--- src/rtl/matrix_scan_driver.sv ---
// Row-scanned LED matrix driver: double-buffered 16x12 frame, serial column
// shift-out (sclk/sdata/slatch) and row decoder control (row_sel/row_en).
module matrix_scan_driver #(
  parameter int COLS        = 16,
  parameter int ROWS        = 12,
  parameter int CLK_DIV     = 2,
  parameter int HOLD_CYCLES = 64
) (
  input  logic                 clk,
  input  logic                 rst_n,
  input  logic [ROWS*COLS-1:0] frame_in,
  input  logic                 frame_valid,
  output logic                 frame_ack,
  output logic                 frame_start,
  output logic                 sclk,
  output logic                 sdata,
  output logic                 slatch,
  output logic [3:0]           row_sel,
  output logic                 row_en
);

  localparam int BIT_W   = (COLS > 1) ? $clog2(COLS) : 1;
  localparam int DIV_W   = (CLK_DIV > 1) ? $clog2(CLK_DIV) : 1;
  localparam int HOLD_W  = $clog2(HOLD_CYCLES + 1);
  localparam int FRAME_W = ROWS * COLS;

  typedef enum logic [1:0] {
    ST_SHIFT,
    ST_BLANK,
    ST_LATCH,
    ST_HOLD
  } state_t;

  state_t              state;
  logic [FRAME_W-1:0]  shadow;
  logic [FRAME_W-1:0]  display;
  logic [FRAME_W-1:0]  src_frame;
  logic                pending;
  logic [3:0]          row;
  logic [BIT_W-1:0]    bit_cnt;
  logic [DIV_W-1:0]    div_cnt;
  logic                phase_hi;
  logic [HOLD_W-1:0]   hold_cnt;
  logic                row_entry;
  logic                swap;
  logic [COLS-1:0]     cur_row;

  // First cycle of SHIFT for the current row: every counter sits at its start value.
  assign row_entry = (state == ST_SHIFT) && (bit_cnt == BIT_W'(COLS - 1)) &&
                     (div_cnt == '0) && !phase_hi;
  assign swap      = row_entry && (row == 4'd0) && pending;

  // On the swap cycle the outgoing bit must already come from the incoming frame.
  assign src_frame = swap ? shadow : display;

  always_comb begin
    cur_row = '0;
    for (int r = 0; r < ROWS; r++) begin
      if (row == 4'(r)) cur_row = src_frame[(ROWS-1-r)*COLS +: COLS];
    end
  end

  always_ff @(posedge clk or negedge rst_n) begin
    if (!rst_n) begin
      state       <= ST_SHIFT;
      shadow      <= '0;
      display     <= '0;
      pending     <= 1'b0;
      row         <= 4'd0;
      bit_cnt     <= BIT_W'(COLS - 1);
      div_cnt     <= '0;
      phase_hi    <= 1'b0;
      hold_cnt    <= '0;
      sclk        <= 1'b0;
      sdata       <= 1'b0;
      slatch      <= 1'b0;
      row_sel     <= 4'd0;
      row_en      <= 1'b0;
      frame_ack   <= 1'b0;
      frame_start <= 1'b0;
    end else begin
      frame_ack   <= frame_valid;
      frame_start <= row_entry && (row == 4'd0);
      slatch      <= 1'b0;

      // Swap reads the pre-capture shadow; a coinciding capture stays pending.
      if (frame_valid) shadow  <= frame_in;
      if (swap)        display <= shadow;
      pending <= frame_valid | (pending & ~swap);

      case (state)
        ST_SHIFT: begin
          sclk  <= phase_hi;
          sdata <= cur_row[bit_cnt];
          if (div_cnt == DIV_W'(CLK_DIV - 1)) begin
            div_cnt <= '0;
            if (phase_hi) begin
              phase_hi <= 1'b0;
              if (bit_cnt == '0) begin
                bit_cnt <= BIT_W'(COLS - 1);
                state   <= ST_BLANK;
              end else begin
                bit_cnt <= bit_cnt - 1'b1;
              end
            end else begin
              phase_hi <= 1'b1;
            end
          end else begin
            div_cnt <= div_cnt + 1'b1;
          end
        end
        ST_BLANK: begin
          sclk   <= 1'b0;
          row_en <= 1'b0;
          state  <= ST_LATCH;
        end
        ST_LATCH: begin
          slatch   <= 1'b1;
          row_en   <= 1'b0;
          row_sel  <= row;
          hold_cnt <= '0;
          state    <= ST_HOLD;
        end
        ST_HOLD: begin
          row_en <= 1'b1;
          if (hold_cnt == HOLD_W'(HOLD_CYCLES - 1)) begin
            hold_cnt <= '0;
            row      <= (row == 4'(ROWS - 1)) ? 4'd0 : row + 4'd1;
            state    <= ST_SHIFT;
          end else begin
            hold_cnt <= hold_cnt + 1'b1;
          end
        end
        default: state <= ST_SHIFT;
      endcase
    end
  end

endmodule

--- config.mk ---
export PLATFORM = sky130hd
export DESIGN_NAME = matrix_scan_driver
export DESIGN_NICKNAME = d
export VERILOG_FILES = /design/src/rtl/matrix_scan_driver.sv
export SDC_FILE = /design/constraint.sdc
export NUM_CORES = 1
export LEC_CHECK = 0
export CAP_MARGIN = 40
export CORE_UTILIZATION = 42
export CTS_CLUSTER_SIZE = 28
export DETAILED_ROUTE_END_ITERATION = 7
export SETUP_SLACK_MARGIN = 0.02
export SYNTH_ARGS = -nofsm -noshare
export SYNTH_HDL_FRONTEND = slang
export SYNTH_SLANG_ARGS = --single-unit
--- constraint.sdc ---
create_clock -name clk -period 7.88 [get_ports clk]
set_clock_uncertainty 0.05 [all_clocks]
set_input_delay 1.576 -clock clk [delete_from_list [all_inputs] [get_ports clk]]
set_output_delay 1.576 -clock clk [all_outputs]
set_load 0.03 [all_outputs]
Yosys cells after proc, flatten, opt, wreduce, memory -nomap -nowiden
Cells that the tools add are included.
Widths: inputs -> output; s select.
{"block": "totals", "in_bits": 195, "out_inout_bits": 10, "register_bits": 414, "wordCells": 91}
{"block": "classes", "n_lt_le_gt_ge": 1, "bitwise_logic": 4, "n_addsub": 4, "reduce_logical": 17, "muxes": 29, "eq_ne": 20}
{"cell": "$mux 16", "count": 12}
{"cell": "$mux 192", "count": 1}
{"cell": "$eq 4x4->1 const B", "count": 5}
{"cell": "$eq 4x3->1 const B", "count": 4}
{"cell": "$pmux 7 s2", "count": 1}
{"cell": "$eq 4x2->1 const B", "count": 2}
{"cell": "$logic_not 4->1", "count": 2}
{"cell": "$mux 2", "count": 4}
{"cell": "$mux 4", "count": 2}
{"cell": "$pmux 2 s4", "count": 1}
{"cell": "$add 7x1->7 const B", "count": 1}
{"cell": "$eq 7x6->1 const B", "count": 1}
{"cell": "$mux 7", "count": 1}
{"cell": "$ne 2x2->1 const B", "count": 3}
{"cell": "$reduce_bool 2->1", "count": 3}
{"cell": "$logic_and 1x1->1", "count": 5}
{"cell": "$lt 4x5->1 const B", "count": 1}
{"cell": "$add 4x1->4 const B", "count": 1}
{"cell": "$bmux 1 s4", "count": 1}
{"cell": "$eq 2x2->1 const B", "count": 2}
{"cell": "$eq 4x1->1 const B", "count": 1}
{"cell": "$mux 1", "count": 4}
{"cell": "$pmux 1 s2", "count": 2}
{"cell": "$reduce_and 2->1", "count": 2}
{"cell": "12 further kinds", "count": 13}

Logic depth before layout (Yosys ltp)
{"block": "logic_depth", "ltp_word": 21, "mapped_depth": 16, "mapped_depth_nobuf": 11}

Worst setup path after synthesis
OpenSTA, ideal clock, no wires.
{"block": "synth_timing", "path_type": "register -> register", "start": "register row[0]", "end": "register sdata", "path_buffers": 0, "setup_time_ps": 126, "path_stages_with_launch": 12, "slack_ps": 4926, "t_arrival_ps": 2778, "synth_period_minus_slack_ps": 2954, "required_ps": 7704, "cell_sequence": "dfrtp_1 > inv_1 > ha_1 > nor3b_4 > nand4_4 > mux2_4 > a311o_1 > o2111a_1 > a2111oi_2 > o21a_1 > o32ai_1 > o32a_1"}
{"block": "synth_between", "elab_cells_between_ends": 29, "cone_classes": "eq/ne: 11; mux: 15; reduce/logical: 3"}
{"item": "start, declared", "line_no": "39", "source": "logic [3:0] row;"}
{"item": "start signal, assigned", "line_no": "128", "source": "row <= (row == 4'(ROWS - 1)) ? 4'd0 : row + 4'd1;"}
{"item": "$logic_not 4->1", "line_no": "51", "source": "assign swap = row_entry && (row == 4'd0) && pending;"}
{"item": "$logic_and 1x1->1 (2 in series)", "line_no": "51"}
{"item": "$mux 192"}
{"item": "named net src_frame[165]", "line_no": "37", "source": "logic [FRAME_W-1:0] src_frame;"}
{"item": "$mux 16 (11 in series)", "line_no": "59", "source": "if (row == 4'(r)) cur_row = src_frame[(ROWS-1-r)*COLS +: COLS];"}
{"item": "$bmux 1 s4", "line_no": "94", "source": "sdata <= cur_row[bit_cnt];"}
{"item": "$mux 1 (implied by the code)", "line_no": "94"}
{"item": "end signal, assigned", "line_no": "94"}
{"item": "end, declared", "line_no": "16", "source": "output logic sdata,"}
The timed path passes the listed nets, and every way through them passes these cells. The select of a mux whose other input is x is not followed.
A chain may end at the register's enable or synchronous reset.

Worst setup path after layout
{"block": "layout_timing", "start": "register state[0]", "end": "register sdata"}
{"block": "layout_between", "elab_cells_between_ends": 21, "cone_classes": "mux: 15; reduce/logical: 6"}
{"item": "start, declared", "line_no": "34", "source": "state_t state;"}
{"item": "start signal, assigned", "line_no": "65", "source": "state <= ST_SHIFT;"}
{"item": "start signal, assigned", "line_no": "101", "source": "state <= ST_BLANK;"}
{"item": "start signal, assigned", "line_no": "115", "source": "state <= ST_LATCH;"}
{"item": "$logic_not 2->1", "line_no": "49", "source": "assign row_entry = (state == ST_SHIFT) && (bit_cnt == BIT_W'(COLS - 1)) &&"}
{"item": "$logic_and 1x1->1 (2 in series)", "line_no": "49"}
{"item": "$logic_and 1x1->1", "line_no": "50", "source": "(div_cnt == '0) && !phase_hi;"}
{"item": "$logic_and 1x1->1 (2 in series)", "line_no": "51"}
{"item": "$mux 192"}
{"item": "named net src_frame[167]", "line_no": "37"}
{"item": "$mux 16 (11 in series)", "line_no": "59"}
{"item": "$bmux 1 s4", "line_no": "94"}
{"item": "$mux 1 (implied by the code)", "line_no": "94"}
The timed path passes the listed nets, and every way through them passes these cells. The select of a mux whose other input is x is not followed.

==> results by group <==
Worst setup path
  • WP data arrival: 5230 ps
  • Start-to-end type of the worst setup path: reg -> reg
  • Data required time at the worst endpoint: 8280 ps
  • Worst-path maximum fanout: 68
  • Type of destination of the critical path: register
  • Setup crit start kind: register

Routing
  • Highest routed layer: met5
  • Wire length reported by the detailed router: 48,800 um
  • Total number of vias: 12.8k
  • Remaining antenna violation count: 0
  • Routed wire length on met2: 21,700 um
  • Via-to-Cell Ratio: 5.33
  • Met1 wire length: 23,000 um
  • 1st-pass router iterations: 7
  • Drt drc: 0
  • Total length of routed met3 wires: 2900 um
  • Count of routing violations after the opening detailed-route iteration: 999
  • Average detailed-routed wire length per instance: 20.4 um

Layout
  • Most common cell after layout, fill and taps aside: sky130_fd_sc_hd__nand2_1
  • Utilization after layout: 52.1%
  • Proportion of layout cells with a drive suffix above 1: 17.2%
  • Commonest non-fill, non-tap cells in the layout: sky130_fd_sc_hd__nand2_1 (555), sky130_fd_sc_hd__dfrtp_1 (410), sky130_fd_sc_hd__mux2_2 (213), sky130_fd_sc_hd__clkdlybuf4s50_1 (202), sky130_fd_sc_hd__clkbuf_16 (47)
  • Final nets: 2,028
  • Syn-to-layout area delta: 22.3%
  • Final instance area: 21,900 um2

Die
  • Area of the die: 43,400 um2
  • Die width: 208 um
  • Count of standard-cell rows: 75
  • Chip height: 208 um
  • Placeable core area: 41,900 um2
  • I/O Pins: 205
  • Effective utilization at floorplan: 42.6%

Yosys
  • Number of synthesized flops with an enable pin: 0
  • Fraction of the yosys area taken by sequential cells: 58.0%
  • Post-Syn Instances: 1,652
  • Synth Warn #: 0
  • Synthesized area per cell: 10.8 um2
  • Synthesized area: 17,900 um2
  • Share of synthesized registers carrying an async set or reset: 100%
  • Synth unique cells: 72
  • Number of register bits inferred by synthesis: 414
  • Top flip-flop cell by instance count after synthesis: sky130_fd_sc_hd__dfrtp_1
  • Mapped Nets: 1,860

Power and ir drop
  • Static Leakage: 10.3 nW
  • Fraction of power consumed by combinational cells: 5.9%
  • Overall power: 4.75 mW
  • Clk network pwr share: 45.8%
  • Maximum ir drop on the vdd rail: 0.136 mV
  • Sw Ratio: 22.0%
  • Power share of the sequential group: 48.3%
  • Power per unit of standard cell area: 217 nW/um2
  • NetSw: 1.05 mW
  • Cell internal power dissipation: 3.71 mW

Clock tree
  • Total CTS buffers: 45
  • Clock H-tree levels: 2
  • Register clock-pin slew on the reported worst setup and hold paths: 60 ps
  • Count of clock tree sinks: 414
  • Master cell of the clock root buffer: sky130_fd_sc_hd__clkbuf_16
  • Post CTS Setup Buffer Count: 0
  • Buffer depth of the longest clock path: 3
  • Clock tree from TritonCTS: yes
  • Hold-fix buffers, CTS: 0
  • Clock insertion delay at the later pin of the skew report: 570 ps
  • Post_cts resized: 0

STA
  • Final worst hold slack: 412 ps
  • Shortest period the worst path allows: 4830 ps
  • Setup violators final: 0
  • Final-layout setup total negative slack: 0 ps
  • Crit share post-route: 61.2%
  • Worst slew margin: 29.6%
  • Final Max Tran Viols: 0
  • Final Hold Viols: 0
  • RSZ-0062 raised after global routing: false
  • Achievable clock frequency: 207 MHz
  • Slew at the pin closest to its max-slew limit: 1060 ps

Hold path
  • Worst Hold Class: reg -> reg

GRT
  • Pin count of the biggest net entering global routing: 177
  • Global routing usage summed across all routing layers: 22.8%
  • Wire length of the first global-routing pass: 76,200 um
  • Initial antenna violation count: 2
  • Vias in the first global route: 13.0k
  • Overflow after GRT: 0

Status
  • Status: finished clean

Placed design
  • Placed Area: 20,300 um2
  • # port buffers: 204
  • RePlAce Congestion: 0.892
  • Half-perimeter wire length after detailed placement: 34,000 um

Flow run
  • Count of maximum capacitance violations: 0
[path summary, 6_finish.rpt]
| path | cells past startpoint | to | startpoint | slack (ps) |
|---|---|---|---|---|
| min in group asynchronous | 1 | shadow[28]$_DFFE_PN0P_ | rst_n | 1010 |
| worst max-delay path | 12 | sdata$_DFFE_PN0N_ | state[0]$_DFFE_PN0P_ | 3050 |
| max in group asynchronous | 2 | shadow[188]$_DFFE_PN0P_ | rst_n | 5280 |
| worst min register to register | 2 | display[108]$_DFF_PN0_ | display[108]$_DFF_PN0_ | 410 |
| worst min-delay path | 2 | display[108]$_DFF_PN0_ | display[108]$_DFF_PN0_ | 410 |
| worst max register to register | 12 | sdata$_DFFE_PN0N_ | state[0]$_DFFE_PN0P_ | 3050 |
[per-stage QoR]
stage | setup WS [ps] | instances
2_1_floorplan | 4930 | 1652
3_3_place_gp | 3280 | 2308
3_5_place_dp | 3050 | 2312
4_1_cts | 3030 | 2394
5_1_grt | 2780 | 2394
6_report | 3050 | 2395
[cells in the mapped netlist, drive strengths merged (4+ instances only)]
library cell,n,area [um2]
a211oi,6,45.0
a22o,5,43.8
nand2b,4,25.0
o221ai,9,78.8
nand3b,4,30.0
nand4,11,83.8
and3,5,31.3
and2,11,68.8
mux2,215,2430
inv,21,78.8
dfstp,4,105
a22oi,12,90.1
clkbuf,54,203
nand3,19,95.1
o21ai,45,225
dfrtp,410,10300
o22a,4,35.0
a21oi,37,185
ha,13,163
nand2,555,2080
nor2b,5,31.3
a311o,7,70.1
a31oi,23,144
nor2,22,82.6
o211ai,13,97.6
mux2i,22,220
a221oi,7,61.3
buf,43,250
nor3,8,40.0
[final cells by class]
class,instances,area [um2]
repair buffers,218,2230
inverters,21,78.8
diodes,1,2.50
well taps,539,674
clock inverters,22,249
multi-input cells,1120,6980
flip-flops and latches,414,10400
clock buffers,60,1270
fillers,3742,20100
[critical path, stage by stage, from the launching register on]
cell and delay [ps]:
sky130_fd_sc_hd__dfrtp_1 410, sky130_fd_sc_hd__inv_1 130, sky130_fd_sc_hd__ha_1 490, sky130_fd_sc_hd__and4b_4 430, sky130_fd_sc_hd__nand4_4 560, sky130_fd_sc_hd__buf_4 590, sky130_fd_sc_hd__mux2_2 380, sky130_fd_sc_hd__a311o_1 350
sky130_fd_sc_hd__o211ai_1 110, sky130_fd_sc_hd__a31oi_1 130, sky130_fd_sc_hd__a2111oi_0 500, sky130_fd_sc_hd__o32ai_1 170, sky130_fd_sc_hd__o32a_1 360
[layer usage]
layer	GRT usage [%]	vias up
li1	-	5989
met1	33.3	6343
met2	33.8	358
met3	5.18	74
met4	6.82	2
met5	0	-
[sequential cells by signal (all words and copies together) (netlist names), 2 cells and up]
name and cells:
bit_cnt 4, display 192, hold_cnt 7, row 4
row_sel 4, shadow 192, state 2
[logic make-up (layout without fill, tap and decap cells)]
group,count (synthesis),count (layout),synth area share [%]
adders and majority gates,13,13,0.910
DFF,414,414,58.0
other,0,1,0
and+or+nand+nor,656,656,15.0
AOI/OAI and AO/OA,212,212,8.19
xor gates and xnor gates,2,2,0.0980
muxes,237,237,14.8
buffers and inverters,118,321,2.98
[power by group through the flow]
stage          registers (mW)  clock network, mW  logic, mW
2_1_floorplan            2.30                  0      0.120
3_3_place_gp             2.33                  0      0.277
3_5_place_dp             2.34                  0      0.284
4_1_cts                  2.30               2.22      0.286
5_1_grt                  2.31               2.31      0.305
6_report                 2.30               2.18      0.279
No activity file was read; power rests on OpenSTA's default activity.
